--- src/rtl/hazard_scoreboard_pkg.sv ---
// Shared types and helpers for the hazard scoreboard: the per-stage entry
// record, the bubble value, the register-file forwarding code and clog2.
package hazard_pkg;

  localparam int HZ_REG_W  = 5;
  localparam int HZ_TNEW_W = 2;

  // One in-flight instruction: destination, cycles until its result exists,
  // and whether it started a mult/div operation.
  typedef struct packed {
    logic [HZ_REG_W-1:0]  dst;
    logic [HZ_TNEW_W-1:0] tnew;
    logic                 md;
  } entry_t;

  localparam entry_t BUBBLE = '0;

  // Forwarding select code meaning "no bypass, use the normal operand path".
  localparam int FWD_RF = 0;

  function automatic int clog2(input int v);
    int r;
    r = 0;
    for (int i = 0; i < 31; i++) begin
      if ((1 << i) < v) r = i + 1;
    end
    return r;
  endfunction

endpackage

--- src/rtl/hazard_scoreboard_if.sv ---
// D-stage decode inputs and hazard outputs of the scoreboard, bundled so the
// decoder drives one port and the scoreboard consumes it.
interface hazard_scoreboard_if
  import hazard_pkg::*;
#(
  parameter int REG_W    = HZ_REG_W,
  parameter int TNEW_W   = HZ_TNEW_W,
  parameter int STAGES   = 3,
  parameter int RD_PORTS = 2,
  parameter int FS_W     = clog2(STAGES + 1)
);

  logic                         d_valid;
  logic [REG_W-1:0]             d_dst;
  logic [TNEW_W-1:0]            d_tnew;
  logic [RD_PORTS*REG_W-1:0]    d_src;
  logic [RD_PORTS-1:0]          d_src_used;
  logic [RD_PORTS*TNEW_W-1:0]   d_tuse;
  logic                         d_md_start;
  logic                         d_md_use;
  logic                         clear;
  logic                         stall;
  logic [RD_PORTS*FS_W-1:0]     fwd_d;
  logic [RD_PORTS*FS_W-1:0]     fwd_e;
  logic                         md_busy;

  modport master (
    output d_valid, d_dst, d_tnew, d_src, d_src_used, d_tuse,
           d_md_start, d_md_use, clear,
    input  stall, fwd_d, fwd_e, md_busy
  );

  modport slave (
    input  d_valid, d_dst, d_tnew, d_src, d_src_used, d_tuse,
           d_md_start, d_md_use, clear,
    output stall, fwd_d, fwd_e, md_busy
  );

endinterface

--- src/rtl/hazard_scoreboard_match.sv ---
// Youngest-match priority encoder: finds the lowest-numbered scoreboard entry
// at or after FIRST whose destination equals the source register.
module hazard_match
  import hazard_pkg::*;
#(
  parameter int REG_W  = HZ_REG_W,
  parameter int TNEW_W = HZ_TNEW_W,
  parameter int STAGES = 3,
  parameter int FIRST  = 0,
  parameter int FS_W   = clog2(STAGES + 1)
) (
  input  logic [REG_W-1:0]  src,
  input  logic              used,
  input  entry_t            entries [STAGES],
  output logic              hit,
  output logic [FS_W-1:0]   stage,
  output logic [TNEW_W-1:0] tnew
);

  // Scan oldest to youngest so the youngest match overwrites older ones.
  always_comb begin
    hit   = 1'b0;
    stage = '0;
    tnew  = '0;
    for (int k = STAGES - 1; k >= FIRST; k--) begin
      if (used && (src != '0) && (entries[k].dst == src)) begin
        hit   = 1'b1;
        stage = FS_W'(k + 1);
        tnew  = entries[k].tnew;
      end
    end
  end

endmodule

--- src/rtl/hazard_scoreboard.sv ---
// Registered hazard scoreboard: tracks dst/Tnew of instructions in E..W,
// produces the D stall, D/E forwarding selects and the mult/div interlock.
module hazard_scoreboard
  import hazard_pkg::*;
#(
  parameter int REG_W    = HZ_REG_W,
  parameter int TNEW_W   = HZ_TNEW_W,
  parameter int STAGES   = 3,
  parameter int RD_PORTS = 2,
  parameter int MD_LAT   = 5,
  parameter int FS_W     = clog2(STAGES + 1)
) (
  input logic                clk,
  input logic                reset_n,
  hazard_scoreboard_if.slave hif
);

  localparam int MDC_W = clog2(MD_LAT + 1);

  entry_t                    ent_q [STAGES];
  entry_t                    ent_d [STAGES];
  logic [RD_PORTS*REG_W-1:0] e_src_q, e_src_d;
  logic [RD_PORTS-1:0]       e_used_q, e_used_d;
  logic [MDC_W-1:0]          md_cnt_q, md_cnt_d;

  logic [RD_PORTS-1:0]       d_hit, e_hit, late;
  logic [FS_W-1:0]           d_stage [RD_PORTS];
  logic [FS_W-1:0]           e_stage [RD_PORTS];
  logic [TNEW_W-1:0]         d_tnew_m [RD_PORTS];
  logic [TNEW_W-1:0]         e_tnew_m [RD_PORTS];
  logic                      stall, accept, md_busy;

  // Per source port: one matcher for the D consumer (all stages) and one for
  // the E consumer (M onwards, since E itself is the consumer's own slot).
  generate
    for (genvar gi = 0; gi < RD_PORTS; gi++) begin : g_port
      hazard_match #(
        .REG_W(REG_W), .TNEW_W(TNEW_W), .STAGES(STAGES), .FIRST(0), .FS_W(FS_W)
      ) u_match_d (
        .src     (hif.d_src[gi*REG_W +: REG_W]),
        .used    (hif.d_src_used[gi]),
        .entries (ent_q),
        .hit     (d_hit[gi]),
        .stage   (d_stage[gi]),
        .tnew    (d_tnew_m[gi])
      );

      hazard_match #(
        .REG_W(REG_W), .TNEW_W(TNEW_W), .STAGES(STAGES), .FIRST(1), .FS_W(FS_W)
      ) u_match_e (
        .src     (e_src_q[gi*REG_W +: REG_W]),
        .used    (e_used_q[gi]),
        .entries (ent_q),
        .hit     (e_hit[gi]),
        .stage   (e_stage[gi]),
        .tnew    (e_tnew_m[gi])
      );

      assign late[gi] = d_hit[gi] && (d_tnew_m[gi] > hif.d_tuse[gi*TNEW_W +: TNEW_W]);
      assign hif.fwd_d[gi*FS_W +: FS_W] =
        (d_hit[gi] && (d_tnew_m[gi] == '0)) ? d_stage[gi] : FS_W'(FWD_RF);
      assign hif.fwd_e[gi*FS_W +: FS_W] =
        (e_hit[gi] && (e_tnew_m[gi] == '0)) ? e_stage[gi] : FS_W'(FWD_RF);
    end
  endgenerate

  // Stall on a not-yet-ready producer or on HI/LO use while mult/div runs.
  always_comb begin
    md_busy = (md_cnt_q != '0);
    stall   = (|late) || (hif.d_md_use && (md_busy || ent_q[0].md));
    accept  = hif.d_valid && !stall && !hif.clear;
  end

  assign hif.stall   = stall;
  assign hif.md_busy = md_busy;

  // Next state: shift entries with saturating Tnew countdown, capture E
  // operand copies, and run the mult/div busy counter.
  always_comb begin
    ent_d[0] = BUBBLE;
    if (accept) begin
      ent_d[0].dst  = hif.d_dst;
      ent_d[0].tnew = hif.d_tnew;
      ent_d[0].md   = hif.d_md_start;
    end
    for (int k = 1; k < STAGES; k++) begin
      ent_d[k] = ent_q[k-1];
      if (ent_q[k-1].tnew != '0) ent_d[k].tnew = ent_q[k-1].tnew - 1'b1;
    end
    e_src_d  = stall ? '0 : hif.d_src;
    e_used_d = stall ? '0 : hif.d_src_used;
    md_cnt_d = md_cnt_q;
    if (accept && hif.d_md_start) md_cnt_d = MDC_W'(MD_LAT);
    else if (md_cnt_q != '0)      md_cnt_d = md_cnt_q - 1'b1;
  end

  // State registers with asynchronous clear to an empty pipeline.
  always_ff @(posedge clk or negedge reset_n) begin
    if (!reset_n) begin
      for (int k = 0; k < STAGES; k++) ent_q[k] <= BUBBLE;
      e_src_q  <= '0;
      e_used_q <= '0;
      md_cnt_q <= '0;
    end else begin
      ent_q    <= ent_d;
      e_src_q  <= e_src_d;
      e_used_q <= e_used_d;
      md_cnt_q <= md_cnt_d;
    end
  end

endmodule

--- src/flat_wrapper.sv ---
// flat-port wrapper written by rule: the top's interface ports become plain ports
module hazard_scoreboard_flat import hazard_pkg::*;
#(
  parameter int REG_W    = HZ_REG_W,
  parameter int TNEW_W   = HZ_TNEW_W,
  parameter int STAGES   = 3,
  parameter int RD_PORTS = 2,
  parameter int MD_LAT   = 5,
  parameter int FS_W     = clog2(STAGES + 1)
)
  (clk, reset_n, hif_d_valid, hif_d_dst, hif_d_tnew, hif_d_src, hif_d_src_used, hif_d_tuse, hif_d_md_start, hif_d_md_use, hif_clear, hif_stall, hif_fwd_d, hif_fwd_e, hif_md_busy);
  hazard_scoreboard_if #(.REG_W(REG_W), .TNEW_W(TNEW_W), .STAGES(STAGES), .RD_PORTS(RD_PORTS), .FS_W(FS_W)) hif_i ();
  input logic clk;
  input logic reset_n;
  input wire logic [$bits(hif_i.d_valid)-1:0] hif_d_valid;
  input wire logic [$bits(hif_i.d_dst)-1:0] hif_d_dst;
  input wire logic [$bits(hif_i.d_tnew)-1:0] hif_d_tnew;
  input wire logic [$bits(hif_i.d_src)-1:0] hif_d_src;
  input wire logic [$bits(hif_i.d_src_used)-1:0] hif_d_src_used;
  input wire logic [$bits(hif_i.d_tuse)-1:0] hif_d_tuse;
  input wire logic [$bits(hif_i.d_md_start)-1:0] hif_d_md_start;
  input wire logic [$bits(hif_i.d_md_use)-1:0] hif_d_md_use;
  input wire logic [$bits(hif_i.clear)-1:0] hif_clear;
  output wire logic [$bits(hif_i.stall)-1:0] hif_stall;
  output wire logic [$bits(hif_i.fwd_d)-1:0] hif_fwd_d;
  output wire logic [$bits(hif_i.fwd_e)-1:0] hif_fwd_e;
  output wire logic [$bits(hif_i.md_busy)-1:0] hif_md_busy;
  assign hif_i.d_valid = hif_d_valid;
  assign hif_i.d_dst = hif_d_dst;
  assign hif_i.d_tnew = hif_d_tnew;
  assign hif_i.d_src = hif_d_src;
  assign hif_i.d_src_used = hif_d_src_used;
  assign hif_i.d_tuse = hif_d_tuse;
  assign hif_i.d_md_start = hif_d_md_start;
  assign hif_i.d_md_use = hif_d_md_use;
  assign hif_i.clear = hif_clear;
  assign hif_stall = hif_i.stall;
  assign hif_fwd_d = hif_i.fwd_d;
  assign hif_fwd_e = hif_i.fwd_e;
  assign hif_md_busy = hif_i.md_busy;
  hazard_scoreboard #(.REG_W(REG_W), .TNEW_W(TNEW_W), .STAGES(STAGES), .RD_PORTS(RD_PORTS), .MD_LAT(MD_LAT), .FS_W(FS_W)) u_core (.clk(clk), .reset_n(reset_n), .hif(hif_i));
endmodule
--- config.mk ---
export PLATFORM = sky130hd
export DESIGN_NAME = hazard_scoreboard_flat
export DESIGN_NICKNAME = d
export VERILOG_FILES = /design/src/rtl/hazard_scoreboard_pkg.sv /design/src/rtl/hazard_scoreboard_if.sv /design/src/rtl/hazard_scoreboard_match.sv /design/src/rtl/hazard_scoreboard.sv /design/src/flat_wrapper.sv
export SDC_FILE = /design/constraint.sdc
export NUM_CORES = 1
export LEC_CHECK = 0
export BUFFER_PORTS_ARGS = -buffer_cell sky130_fd_sc_hd__buf_2
export CORE_MARGIN = 1
export CORE_UTILIZATION = 47
export DETAILED_ROUTE_END_ITERATION = 10
export PLACE_DENSITY = 0.68
export SLEW_MARGIN = 25
export SYNTH_ARGS = -nofsm -noshare
export SYNTH_HDL_FRONTEND = slang
export SYNTH_SLANG_ARGS = --single-unit
export TNS_END_PERCENT = 30
--- constraint.sdc ---
create_clock -name clk -period 4.9 [get_ports clk]
set_input_delay 0.49 -clock clk [delete_from_list [all_inputs] [get_ports clk]]
set_output_delay 0.49 -clock clk [all_outputs]
set_load 0.05 [all_outputs]
After elaboration in Yosys (flattened, before gate mapping). Cells that the tools add are included.

Bits in registers: 37. Output and inout bits: 10. Logic and storage cells: 107.

Add/subtract/negate cells: 3. Mux-type cells: 41. Eq/ne operators: 10. Order comparisons: 2. Reductions and logical operators: 41.

Operators by type and width (count): $mux 2 (27); $eq 5x5->1 (10); $logic_and 1x1->1 (24); $reduce_bool 5->1 (4); $mux 1 (10); $mux 10 (1); $logic_not 2->1 (4); $mux 8 (1); $mux 3 (2); $reduce_bool 2->1 (3); $gt 2x2->1 (2); $sub 2x1->2 const B (2); $reduce_bool 3->1 (1); $sub 3x1->3 const B (1); $logic_not 1->1 (2); $logic_or 1x1->1 (2); $reduce_or 2->1 (1).

Logic depth before layout (Yosys ltp).
Word-level depth: 15. Gate-level depth with buffers: 14. Mapped depth without buffers: 13.

Cells and area by module. From an unflattened synthesis, not the netlist that was laid out.

Cell total of the unflattened synthesis: 231. Area, all modules: 2418.6 um^2.

By module, submodules not included: hazard_scoreboard (cells an instance 105, sequential area each 975.9 um^2, instances 1, area an instance 1485.2 um^2); hazard_match at u_core.g_port[0].u_match_d ... (cells an instance 37, sequential area each 0.0 um^2, instances 2, area an instance 269.0 um^2); hazard_match at u_core.g_port[0].u_match_e ... (cells an instance 26, sequential area each 0.0 um^2, instances 2, area an instance 197.7 um^2).

Least setup slack after synthesis. Ideal clock, no wire load.

Path kind: input port to output port. From: input hif_d_src[5]. To: output hif_fwd_d[3]. Stages: 6. Buffers on the path: 0. Slack: 1.469 ns. Arrival time: 2.941 ns. Path through: xnor2_1 > nand3_1 > nor3_1 > a21o_1 > o32ai_1 > nor4_1.

Word-level cells in the longest chain between the ends: 9. Elaborated cells between the ends (all ways): 20. Those cells by class: 3 x eq/ne; 10 x mux; 7 x reduce/logical.

Ends and longest elaborated chain: start, declared (RTL line flat_wrapper.sv:18) `input wire logic [$bits(hif_i.d_src)-1:0] hif_d_src;`; $reduce_bool 5->1 (RTL line hazard_scoreboard_match.sv:26) `if (used && (src != '0) && (entries[k].dst == src)) begin`; $logic_and 1x1->1 (2 in a row) (RTL line hazard_scoreboard_match.sv:26); $mux 2 (3 in a row) (RTL line hazard_scoreboard_match.sv:26); $logic_not 2->1 (RTL line hazard_scoreboard.sv:61) `(d_hit[gi] && (d_tnew_m[gi] == '0)) ? d_stage[gi] : FS_W'(FWD_RF);`; $logic_and 1x1->1 (RTL line hazard_scoreboard.sv:61); $mux 2 (*) (RTL line hazard_scoreboard.sv:61); end, declared (RTL line flat_wrapper.sv:25) `output wire logic [$bits(hif_i.fwd_d)-1:0] hif_fwd_d;`.

Mark *: on every way between the ends. The rest lies on a longest branch, timed or not.

Worst setup path after layout.
From: register u_core.ent_q, in the netlist u_core.ent_d[14]. To: output hif_stall.

Word-level cells in the longest chain between the ends: 7. Elaborated cells between the ends (all ways): 14. Those cells by class: 2 x order compare; 2 x eq/ne; 4 x mux; 6 x reduce/logical.

Ends and longest elaborated chain: start, declared (RTL line hazard_scoreboard.sv:20) `entry_t ent_q [STAGES];`; start signal, assigned (RTL line hazard_scoreboard.sv:105) `ent_q <= ent_d;`; $eq 5x5->1 (RTL line hazard_scoreboard_match.sv:26); $logic_and 1x1->1 (RTL line hazard_scoreboard_match.sv:26); $mux 2 (RTL line hazard_scoreboard_match.sv:26); $gt 2x2->1 (RTL line hazard_scoreboard.sv:59) `assign late[gi] = d_hit[gi] && (d_tnew_m[gi] > hif.d_tuse[gi*TNEW_W +: TNEW_W]);`; $logic_and 1x1->1 (RTL line hazard_scoreboard.sv:59); $reduce_or 2->1 (*) (RTL line hazard_scoreboard.sv:70) `stall = (|late) || (hif.d_md_use && (md_busy || ent_q[0].md));`; $logic_or 1x1->1 (*) (RTL line hazard_scoreboard.sv:70); end, declared (RTL line flat_wrapper.sv:24) `output wire logic [$bits(hif_i.stall)-1:0] hif_stall;`.

Marked as above.

==> flow_metrics.tcl <==
set metrics [dict create \
    cts_tree "yes" \
    die_x_um 70.4 \
    yosysMostFrequentCell "dfrtp_1" \
    syn-num-nets 249 \
    synthXorXnorAreaFrac_pct 20.3 \
    p_leak_nw 1.25 \
    whs_ns 0.287 \
    post-cts-setup-buffers 0 \
    endpoint_kind "output pin" \
    cpPeakStageDelay_ns 0.52 \
    synth_top_family_by_area "simple AND/OR/NAND/NOR gates" \
    power_frac_seq_pct 41.7 \
    insertedDiodeCount 0 \
    synth_fa_ha_area_share_pct 3.42 \
    io_pins 39 \
    clk_path_buf_depth 2 \
    cts_buffers 5 \
    swShare_pct 31.6 \
    period_minus_slack_ns 3.78 \
    fin_crit_sh_pct 77.1 \
    vias_per_cell 5.34 \
    grt_pass1_wl_um 8070 \
    path_class "flip-flop to output pin" \
    worst_pin_slew_ns 0.799 \
    vias 1649 \
    fmax_ghz 0.265 \
    initial_core_util_pct 49.7 \
    grtUsageTotal_pct 21.7 \
    drt_iter0_drc 78 \
    internal_power_uw 625 \
    synth_edf_count 0 \
    switching_power_uw 288 \
    hp-class "input port to async pin" \
    finClkSkew_ns 0.00618 \
    ys_seq_area_share_pct 42.2 \
    yosysTopAreaCell "dfrtp_1" \
    start_kind "flip-flop" \
    synth_warnings 0 \
    portBuffers 38 \
    rsz0062_at_grt "no" \
    area_growth_pct 15.7 \
    syn_area_um2 2200 \
    avgSynthCellArea_um2 10.3 \
    die_h_um 70.4 \
    hold_viol_final 0 \
    setup_violations 0 \
    h-tree-depth 2 \
    r2r_slack_ns 1.87 \
    die_area_um2 4950 \
    grt_pass1_vias 1651 \
    peakVddDrop_v 0.000287 \
    clk-insertion-delay-late_ns 0.29 \
    cts_resized 0 \
    p_comb_share_pct 28.6 \
    synth-simple-area-share_pct 21.3 \
    drc 0 \
    hpwl_um 3680 \
    synth.distinct_cells 39 \
    required_ns 4.41 \
    core_region_area_um2 4410 \
    slew_violations 0 \
    cp_slowest_cell "nor3_1" \
    ys_async_sr_fraction_pct 100 \
    drive_gt1_share_pct 24.1 \
    antenna_found_initial 0 \
    synth-main-ff-cell "dfrtp_1" \
    crit_path_cell_trace "xnor2_1, nand3_1, nor3_1, a221oi_1, or3_1, ha_1, a211oi_1, o31ai_1, and4_4, inv_1, buf_2" \
    synth.area.top_cells "dfrtp_1 42%, xor2_1 11%, xnor2_1 9.6%" \
    pwr-share-clk_pct 29.7 \
    synth_compound_area_share_pct 9.52 \
    ys_ff_latch 37 \
    fill_cells 401 \
    root_buffer "clkbuf_8" \
    path_clk_slew_ns 0.07 \
    dr.pass1.iters 4 \
    netlist_top_cells_count "37 x dfrtp_1, 27 x xor2_1, 24 x xnor2_1, 14 x nor2_1, 13 x and2_1" \
    max_cap_viol_count 0 \
    nets 291 \
    ant_nets 0 \
    reg2reg_from "u_core.ent_d[14]" \
    clock_sinks 37 \
    synthCells 214 \
    place_congestion 0.812 \
    wl_per_cell_um 15.6 \
    postCtsHoldBufs 0 \
    relSlewSlack_pct 46.8 \
    totalWireLength_um 4830 \
    status "finished clean" \
    post_synth_mux_area_share_pct 0.513 \
    p_per_area_nw_per_um2 359 \
    rows 24 \
    arrival_ns 3.29 \
    grt_max_degree 38 \
    yosys.area.top_type_share_pct 42.2 \
    fin_setup_tns_ns 0 \
    crit_start "u_core.ent_d[14]" \
    crit_fanout 24 \
    overflow 0 \
]
[worst max-delay path: cells and delay by family, from the launching register on]
family                     cells  cell delay [ns]
and+or+nand+nor                4             1.29
AOI/OAI and AO/OA              3             0.51
DFF                            1             0.42
buffers and inverters          2             0.32
adders and majority gates      1             0.28
xor gates and xnor gates       1             0.17
[registers in the layout, indices dropped and copies added, names as in the netlist]
name and count:
u_core.e_used_q 2, u_core.e_src_q 10, u_core.md_cnt_q 3, u_core.ent_d 11, u_core.ent_q 11
[cell usage in the layout (no fill, tap or decap), drive strengths merged, types with 2 or more instances in the layout]
cell     n
xnor2   24
dfrtp   37
nor2b    3
or4      6
xor2    27
a21o     3
nor3    10
nand2    5
nor4     4
a211oi   4
buf     38
clkbuf   7
ha       6
and2    18
a221oi   3
and3     8
o21ai    7
nand3    6
nor2    14
inv      9
a21oi    3
a31o     2
[cells by family after synthesis]
group,count (synthesis)
flops,37
simple gates,80
mux,1
xor+xnor,51
compound gates,27
buf+inv,12
fa+ha+maj,6
[power groups by stage]
stage | Combinational, mW | Clock (mW) | Sequential [mW]
after floorplan | 0.209 | 0 | 0.376
after global placement | 0.259 | 0 | 0.386
after detailed placement | 0.261 | 0 | 0.387
after CTS | 0.263 | 0.275 | 0.381
after global routing | 0.292 | 0.291 | 0.387
final | 0.261 | 0.271 | 0.381
[metal layers]
layer | wire length, µm | global-route usage, %
met1 | 2180 | 28.3
met5 | 0 | 0
met2 | 2340 | 34.4
met4 | 129 | 9.11
met3 | 184 | 5.34
[final cells by class]
class                      count  area [µm²]  area share [%]
inverter                       9        33.8            1.33
timing repair buffer          38         190            7.48
sequential                    37         926            36.4
multi-input combinational    165        1210            47.6
clock inverter                 1        30.0            1.18
tap                           52        65.1            2.56
clock buffer                   7        86.3            3.40
[worst paths after layout]
check                                     end  depth (start not counted)
setup / recovery                    hif_stall                         11
hold / removal              u_core.e_src_q[8]                          1
setup reg to reg           u_core.md_cnt_q[2]                         10
hold reg to reg               u_core.ent_d[6]                          0
max in group asynchronous     u_core.ent_q[9]                          1
min in group clk           u_core.md_cnt_q[1]                          2
[metrics by stage]
step           instances  util (%)  power (mW)  setup WS [ns]  area (µm²)
3_3_place_gp         301      54.9       0.645           1.18        2420
6_report             309      57.6       0.913           1.12        2540
5_1_grt              309      57.6       0.969          0.854        2540
2_1_floorplan        214         -       0.584           1.47        2200
3_5_place_dp         301      54.9       0.648           1.21        2420
4_1_cts              309      57.6       0.919           1.11        2540
No activity file was read; power rests on OpenSTA's default activity.
